--- src/rtl/bp_l15_pkg.sv ---
// Shared types and helpers for the L1.5 return path: return-type codes, the request
// context record, and the load-data extraction function.
package bp_l15_pkg;

  localparam logic [3:0] L15_LOAD_RET = 4'b0000;
  localparam logic [3:0] L15_ST_ACK   = 4'b0100;
  localparam logic [3:0] L15_INV_RET  = 4'b0011;
  localparam logic [3:0] L15_INT_RET  = 4'b0111;

  localparam int L15_PADDR_W = 40;

  typedef struct packed {
    logic [L15_PADDR_W-1:0] addr;
    logic [1:0]             size;
    logic                   store;
  } bp_l15_ctx_s;

  localparam int L15_CTX_W = $bits(bp_l15_ctx_s);

  typedef enum logic {ST_IDLE, ST_RESP} bp_l15_state_e;

  // The L1.5 hands back 16B big-endian; BP wants the addressed bytes little-endian at bit 0.
  function automatic logic [63:0] l15_extract_data(input logic [63:0] d0,
                                                   input logic [63:0] d1,
                                                   input logic [3:0]  addr,
                                                   input logic [1:0]  size);
    logic [63:0] be, le, sh, mask;
    be = addr[3] ? d1 : d0;
    for (int i = 0; i < 8; i++) le[8*i +: 8] = be[56-8*i +: 8];
    sh = le >> {addr[2:0], 3'b000};
    case (size)
      2'd0:    mask = 64'h0000_0000_0000_00FF;
      2'd1:    mask = 64'h0000_0000_0000_FFFF;
      2'd2:    mask = 64'h0000_0000_FFFF_FFFF;
      default: mask = 64'hFFFF_FFFF_FFFF_FFFF;
    endcase
    return sh & mask;
  endfunction

  function automatic logic l15_misaligned(input logic [2:0] addr, input logic [1:0] size);
    case (size)
      2'd0:    return 1'b0;
      2'd1:    return addr[0];
      2'd2:    return |addr[1:0];
      default: return |addr[2:0];
    endcase
  endfunction

endpackage

--- src/rtl/bp_l15_ctx_fifo.sv ---
// In-order FIFO of outstanding request contexts. Depth must be a power of 2 so the
// pointers wrap for free; a pop frees a slot for a same-cycle push when full.
module bp_l15_ctx_fifo
  import bp_l15_pkg::*;
#(
  parameter int els_p = 4
) (
  input  logic                 clk_i,
  input  logic                 reset_n_i,
  input  logic                 push_i,
  input  logic [L15_CTX_W-1:0] data_i,
  input  logic                 pop_i,
  output logic [L15_CTX_W-1:0] head_o,
  output logic                 full_o,
  output logic                 empty_o
);

  localparam int PTR_W = $clog2(els_p);
  localparam logic [PTR_W:0] FULL_CNT = (PTR_W+1)'(els_p);

  logic [L15_CTX_W-1:0] r_mem [els_p];
  logic [PTR_W-1:0]     r_wr_ptr, r_rd_ptr;
  logic [PTR_W:0]       r_count;
  logic                 w_push, w_pop;

  assign full_o  = (r_count == FULL_CNT);
  assign empty_o = (r_count == '0);
  assign head_o  = r_mem[r_rd_ptr];

  assign w_pop  = pop_i & ~empty_o;
  assign w_push = push_i & (~full_o | w_pop);

  always_ff @(posedge clk_i) begin
    if (w_push) r_mem[r_wr_ptr] <= data_i;
  end

  always_ff @(posedge clk_i) begin
    if (!reset_n_i) begin
      r_wr_ptr <= '0;
      r_rd_ptr <= '0;
      r_count  <= '0;
    end else begin
      if (w_push) r_wr_ptr <= r_wr_ptr + PTR_W'(1);
      if (w_pop)  r_rd_ptr <= r_rd_ptr + PTR_W'(1);
      case ({w_push, w_pop})
        2'b10:   r_count <= r_count + (PTR_W+1)'(1);
        2'b01:   r_count <= r_count - (PTR_W+1)'(1);
        default: r_count <= r_count;
      endcase
    end
  end

endmodule

--- src/rtl/bp_l15_return_buffer.sv ---
// Acks L1.5 returns, pairs them in order with issued request contexts, and presents one
// little-endian, zero-extended valid/ready response per request to BP.
module bp_l15_return_buffer
  import bp_l15_pkg::*;
#(
  parameter int paddr_width_p = L15_PADDR_W,
  parameter int ctx_els_p     = 4
) (
  input  logic                     clk_i,
  input  logic                     reset_n_i,
  input  logic                     ctx_v_i,
  input  logic [paddr_width_p-1:0] ctx_addr_i,
  input  logic [1:0]               ctx_size_i,
  input  logic                     ctx_store_i,
  output logic                     ctx_ready_o,
  input  logic                     l15_transducer_val,
  input  logic [3:0]               l15_transducer_returntype,
  input  logic [63:0]              l15_transducer_data_0,
  input  logic [63:0]              l15_transducer_data_1,
  output logic                     transducer_l15_req_ack,
  output logic                     resp_v_o,
  output logic                     resp_store_o,
  output logic [paddr_width_p-1:0] resp_addr_o,
  output logic [63:0]              resp_data_o,
  input  logic                     resp_ready_i,
  output logic                     err_o
);

  bp_l15_state_e r_state, w_state_n;
  bp_l15_ctx_s   w_ctx_in, w_head;
  logic [L15_CTX_W-1:0] w_head_raw;

  logic w_full, w_empty, w_push, w_pop;
  logic w_ack, w_err_set, w_load_resp;
  logic w_is_mem_ret, w_is_unsol;

  logic                     r_err;
  logic                     r_resp_store;
  logic [paddr_width_p-1:0] r_resp_addr;
  logic [63:0]              r_resp_data;

  assign w_ctx_in.addr  = L15_PADDR_W'(ctx_addr_i);
  assign w_ctx_in.size  = ctx_size_i;
  assign w_ctx_in.store = ctx_store_i;
  assign w_head         = bp_l15_ctx_s'(w_head_raw);

  assign ctx_ready_o = ~w_full;
  assign w_push      = ctx_v_i & ctx_ready_o;

  bp_l15_ctx_fifo #(.els_p(ctx_els_p)) u_ctx_fifo (
    .clk_i     (clk_i),
    .reset_n_i (reset_n_i),
    .push_i    (w_push),
    .data_i    (w_ctx_in),
    .pop_i     (w_pop),
    .head_o    (w_head_raw),
    .full_o    (w_full),
    .empty_o   (w_empty)
  );

  assign w_is_mem_ret = (l15_transducer_returntype == L15_LOAD_RET) ||
                        (l15_transducer_returntype == L15_ST_ACK);
  assign w_is_unsol   = (l15_transducer_returntype == L15_INV_RET) ||
                        (l15_transducer_returntype == L15_INT_RET);

  // Every return seen in IDLE is acked; only a type-matched one with a context becomes a response.
  always_comb begin
    w_state_n   = r_state;
    w_ack       = 1'b0;
    w_pop       = 1'b0;
    w_err_set   = 1'b0;
    w_load_resp = 1'b0;
    case (r_state)
      ST_IDLE: begin
        if (l15_transducer_val) begin
          w_ack = 1'b1;
          if (w_is_mem_ret) begin
            if (w_empty) begin
              w_err_set = 1'b1;
            end else begin
              w_pop = 1'b1;
              if (w_head.store != (l15_transducer_returntype == L15_ST_ACK)) begin
                w_err_set = 1'b1;
              end else begin
                w_load_resp = 1'b1;
                w_state_n   = ST_RESP;
                if (!w_head.store && l15_misaligned(w_head.addr[2:0], w_head.size))
                  w_err_set = 1'b1;
              end
            end
          end else if (!w_is_unsol) begin
            w_err_set = 1'b1;
          end
        end
      end
      ST_RESP: begin
        if (resp_ready_i) w_state_n = ST_IDLE;
      end
      default: w_state_n = ST_IDLE;
    endcase
  end

  always_ff @(posedge clk_i) begin
    if (!reset_n_i) begin
      r_state      <= ST_IDLE;
      r_err        <= 1'b0;
      r_resp_store <= 1'b0;
      r_resp_addr  <= '0;
      r_resp_data  <= '0;
    end else begin
      r_state <= w_state_n;
      if (w_err_set) r_err <= 1'b1;
      if (w_load_resp) begin
        r_resp_store <= w_head.store;
        r_resp_addr  <= paddr_width_p'(w_head.addr);
        r_resp_data  <= w_head.store ? 64'd0 :
                        l15_extract_data(l15_transducer_data_0, l15_transducer_data_1,
                                         w_head.addr[3:0], w_head.size);
      end
    end
  end

  assign transducer_l15_req_ack = w_ack;
  assign resp_v_o               = (r_state == ST_RESP);
  assign resp_store_o           = r_resp_store;
  assign resp_addr_o            = r_resp_addr;
  assign resp_data_o            = r_resp_data;
  assign err_o                  = r_err;

endmodule

--- config.mk ---
export PLATFORM = sky130hd
export DESIGN_NAME = bp_l15_return_buffer
export DESIGN_NICKNAME = d
export VERILOG_FILES = /design/src/rtl/bp_l15_pkg.sv /design/src/rtl/bp_l15_ctx_fifo.sv /design/src/rtl/bp_l15_return_buffer.sv
export SDC_FILE = /design/constraint.sdc
export NUM_CORES = 1
export LEC_CHECK = 0
export CORE_MARGIN = 4
export CORE_UTILIZATION = 48
export CTS_BUF_LIST = sky130_fd_sc_hd__clkbuf_8
export DETAILED_ROUTE_END_ITERATION = 8
export PLACE_DENSITY = 0.79
export SYNTH_ARGS = -nofsm -noshare
export SYNTH_HDL_FRONTEND = slang
export SYNTH_HIERARCHICAL = 1
export SYNTH_SLANG_ARGS = --single-unit
export TNS_END_PERCENT = 5
--- constraint.sdc ---
create_clock -name clk_i -period 2.7 [get_ports clk_i]
set_clock_uncertainty 0.2 [all_clocks]
set_input_delay 0.27 -clock clk_i [delete_from_list [all_inputs] [get_ports clk_i]]
set_output_delay 0.27 -clock clk_i [all_outputs]
set_load 0.01 [all_outputs]
==> summary.txt <==
Detailed routing
  • Antenna-violating nets left: 0
  • Vias: 10400
  • First drt pass iteration count: 5
  • DRC errors left: 0
  • Drt total wl: 44100 um
  • Via density: 5.92
  • Wire length per cell: 25.0 um
  • 1st-iter DRT viols: 890

Final layout
  • Share of cells above drive strength 1: 23.2%
  • Layout area overhead: 35.2%
  • Fillers: 2070
  • Post-layout util: 66.6%
  • Post-route design area: 0.0187 sq mm
  • Layout Nets: 1529
  • Most frequent cells in the layout: 287 x clkdlybuf4s50_1, 172 x edfxtp_1, 117 x nand2_1
  • Final cell count without fillers: 1763
  • Most common cell after layout, fill and taps aside: clkdlybuf4s50_1

Clock tree
  • Longest Clk Path Bufs: 3
  • Clock-pin slew on the worst setup and hold paths: 0.06 ns
  • Total CTS buffers: 48
  • Clock tree from TritonCTS: done
  • H-tree Lvls: 2
  • Root Buffer: clkbuf_8
  • Later-pin clock latency in the skew report: 0.58 ns
  • Post-CTS Setup Bufs: 0
  • Clk sink count: 288

Floorplan
  • Chip width: 178 um
  • Initial core utilization: 49.3%
  • Area of the core: 0.0281 sq mm
  • Die area: 0.0316 sq mm
  • # rows: 61
  • Num ports: 289
  • Die Span Y: 178 um

Pwr
  • Leak Pwr: 6.54 nW
  • Tot Pwr: 10.0 mW
  • Peak supply drop: 0.000455 V
  • Power Density: 536 mW/mm^2

Min path
  • Hold Path Class: primary input to flop

Logic synthesis
  • EDFF count, synth: 172
  • Sequential area share after synthesis: 54.1%
  • Post-Syn Nets: 1199
  • Area leader, netlist: edfxtp_1
  • Commonest register cell after synthesis: edfxtp_1
  • Post-Syn Area: 0.0138 sq mm
  • Seq cells post-synth: 288
  • Synthesized area per cell: 13.7 sq um
  • Synth cell types: 67
  • Yosys top cell area share: 37.3%
  • Post-Syn Instances: 1014
  • Post-synth ARST share: 0%
  • Synth warn: 6
  • Synth top area cells: edfxtp_1 37%, dfxtp_1 17%, mux4_2 16%, mux2i_1 3.7%, nand2_1 3.2%

Setup path
  • Worst Path Max Fanout: 18
  • Worst EP arrival: 2.96 ns
  • Worst EP required: 2.96 ns
  • Crit-path leading delay family: multiplexers
  • CP max-delay cell: mux4_4
  • Critical-path cell list: mux4_4 > buf_16 > buf_12 > mux2_2 > mux2i_2 > o21ai_0 > a221o_1
  • CP peak stage delay: 0.71 ns
  • Crit end category: flop
  • Kind of critical path: flop to flop
  • Critical path launch point type: flop
  • Worst path bufs/invs: 2

Run status
  • Outcome: finished with violations
  • Failing checks: negative setup slack

STA
  • Endpoints failing setup: 3
  • Tcrit/Tclk final: 100%
  • Pins Over Slew Limit: 0
  • RSZ-0062 raised after global routing: yes
  • Crit path time final: 2.70 ns
  • Fmax: 0.370 GHz
  • Worst setup margin: -0.00465 ns
  • Slew @ Worst Pin: 0.642 ns
  • Worst slew margin relative to its limit: 57.2%
  • Final hold violation count: 0

Flow run
  • # Max-Cap Violations: 0

Global route
  • GRT overflow: 0
  • Largest net degree at the start of global routing: 76
  • Vias in the first global route: 10800
  • First-pass GRT wire length: 64500 um
  • Initial antenna violation count: 5
  • GRT Total Usage: 27.0%

Placement
  • HPWL after DPL: 31300 um
  • Placed cells: 1670
  • Port Buffer Count: 288
  • Placed Area: 0.0176 sq mm
  • Routability cong.: 0.912
  • Setup slack at placement: -0.00931 ns
## synthesized netlist by cell type, drive strengths merged, types with 9 or more instances
cell,number
a211o,23
a21boi,59
a21oi,10
a22oi,21
and2,30
buf,50
clkbuf,33
dfxtp,116
edfxtp,172
inv,12
mux2,31
mux2i,51
mux4,96
nand2,117
nor2,45
nor3,10
nor4,16
o21a,9
## cell families (layout without fill, tap and decap cells)
| group | Yosys count | count (layout) | synth area share, % |
|---|---|---|---|
| fa+ha+maj | 5 | 5 | 0.506 |
| xor+xnor | 5 | 5 | 0.316 |
| other cells | 0 | 1 | 0 |
| flops | 288 | 288 | 54.1 |
| compound gates | 180 | 180 | 10.2 |
| mux | 178 | 178 | 22.0 |
| buf+inv | 96 | 466 | 3.79 |
| simple gates | 262 | 262 | 9.18 |
## path summary, 6_finish.rpt
| path | start | end | slack (ns) | depth (start not counted) |
|---|---|---|---|---|
| setup / recovery | flop | resp_data_o[14]$_SDFFE_PN0P_ | -0.005 | 7 |
| hold / removal | ctx_addr_i[12] | u_ctx_fifo/r_mem[3][15]$_DFFE_PP_ | 0.11 | 1 |
| setup reg to reg | flop | resp_data_o[14]$_SDFFE_PN0P_ | -0.005 | 7 |
| hold reg to reg | resp_addr_o[3]$_SDFFE_PN0P_ | resp_addr_o[3]$_SDFFE_PN0P_ | 0.26 | 2 |
## stage by stage
stage                     hold WS [ns]  setup TNS (ns)
after floorplan                  0.169          -33.44
after global placement           0.243               0
after detailed placement         0.252         -0.0107
after CTS                       0.0844               0
after global routing             0.110          -0.648
final                            0.112        -0.00967
## sequential cells by signal (all words and copies together) (netlist names), named ones only
name / cells
err_o: 1
u_ctx_fifo/r_rd_ptr: 2
resp_addr_o: 40
u_ctx_fifo/r_mem: 172
resp_store_o: 1
u_ctx_fifo/r_count: 3
u_ctx_fifo/r_wr_ptr: 2
resp_v_o: 1
resp_data_o: 64
## metal layers
metal	GRT usage [%]	wire [um]	vias to the layer above	part of all wire [%]
met5	0	62	-	0.14
met4	11.7	1910	8	4.3
met3	7.26	4500	114	10
met2	45.1	21500	598	49
met1	33.2	16100	5132	37
li1	-	-	4591	-
## where the power goes
| group | leakage, nW | total (mW) | internal, mW | switching (mW) |
|---|---|---|---|---|
| clock network | 0.536 | 3.70 | 1.92 | 1.78 |
| registers | 2.52 | 4.83 | 4.80 | 0.0352 |
| logic | 3.49 | 1.50 | 0.793 | 0.710 |
| total | 6.54 | 10.0 | 7.51 | 2.53 |
## cell type report
cell class	instances	area [sq um]	area share, %
multi-input cells	630	6010	32.1
inverters	13	48.8	0.261
repair buffers	363	3750	20.0
clock inverters	34	169	0.902
clock buffers	56	771	4.12
well taps	378	473	2.53
diodes	1	2.50	0.0134
flip-flops and latches	288	7490	40.0
## worst register-to-register path, cell delays in order (launching register included)
cell	delay, ns
dfxtp_4	0.37
mux4_4	0.71
buf_16	0.23
buf_12	0.17
mux2_2	0.32
mux2i_2	0.21
o21ai_0	0.11
a221o_1	0.29
## timing repair
action                                 4_1_cts  5_1_grt
gates cloned                                 0        1
setup endpoints to repair                    1       54
hold buffers                                 1        0
resized for setup                            1       39
endpoints found under the hold margin       13        0
Note: power is estimated with default switching activity, not from simulation.
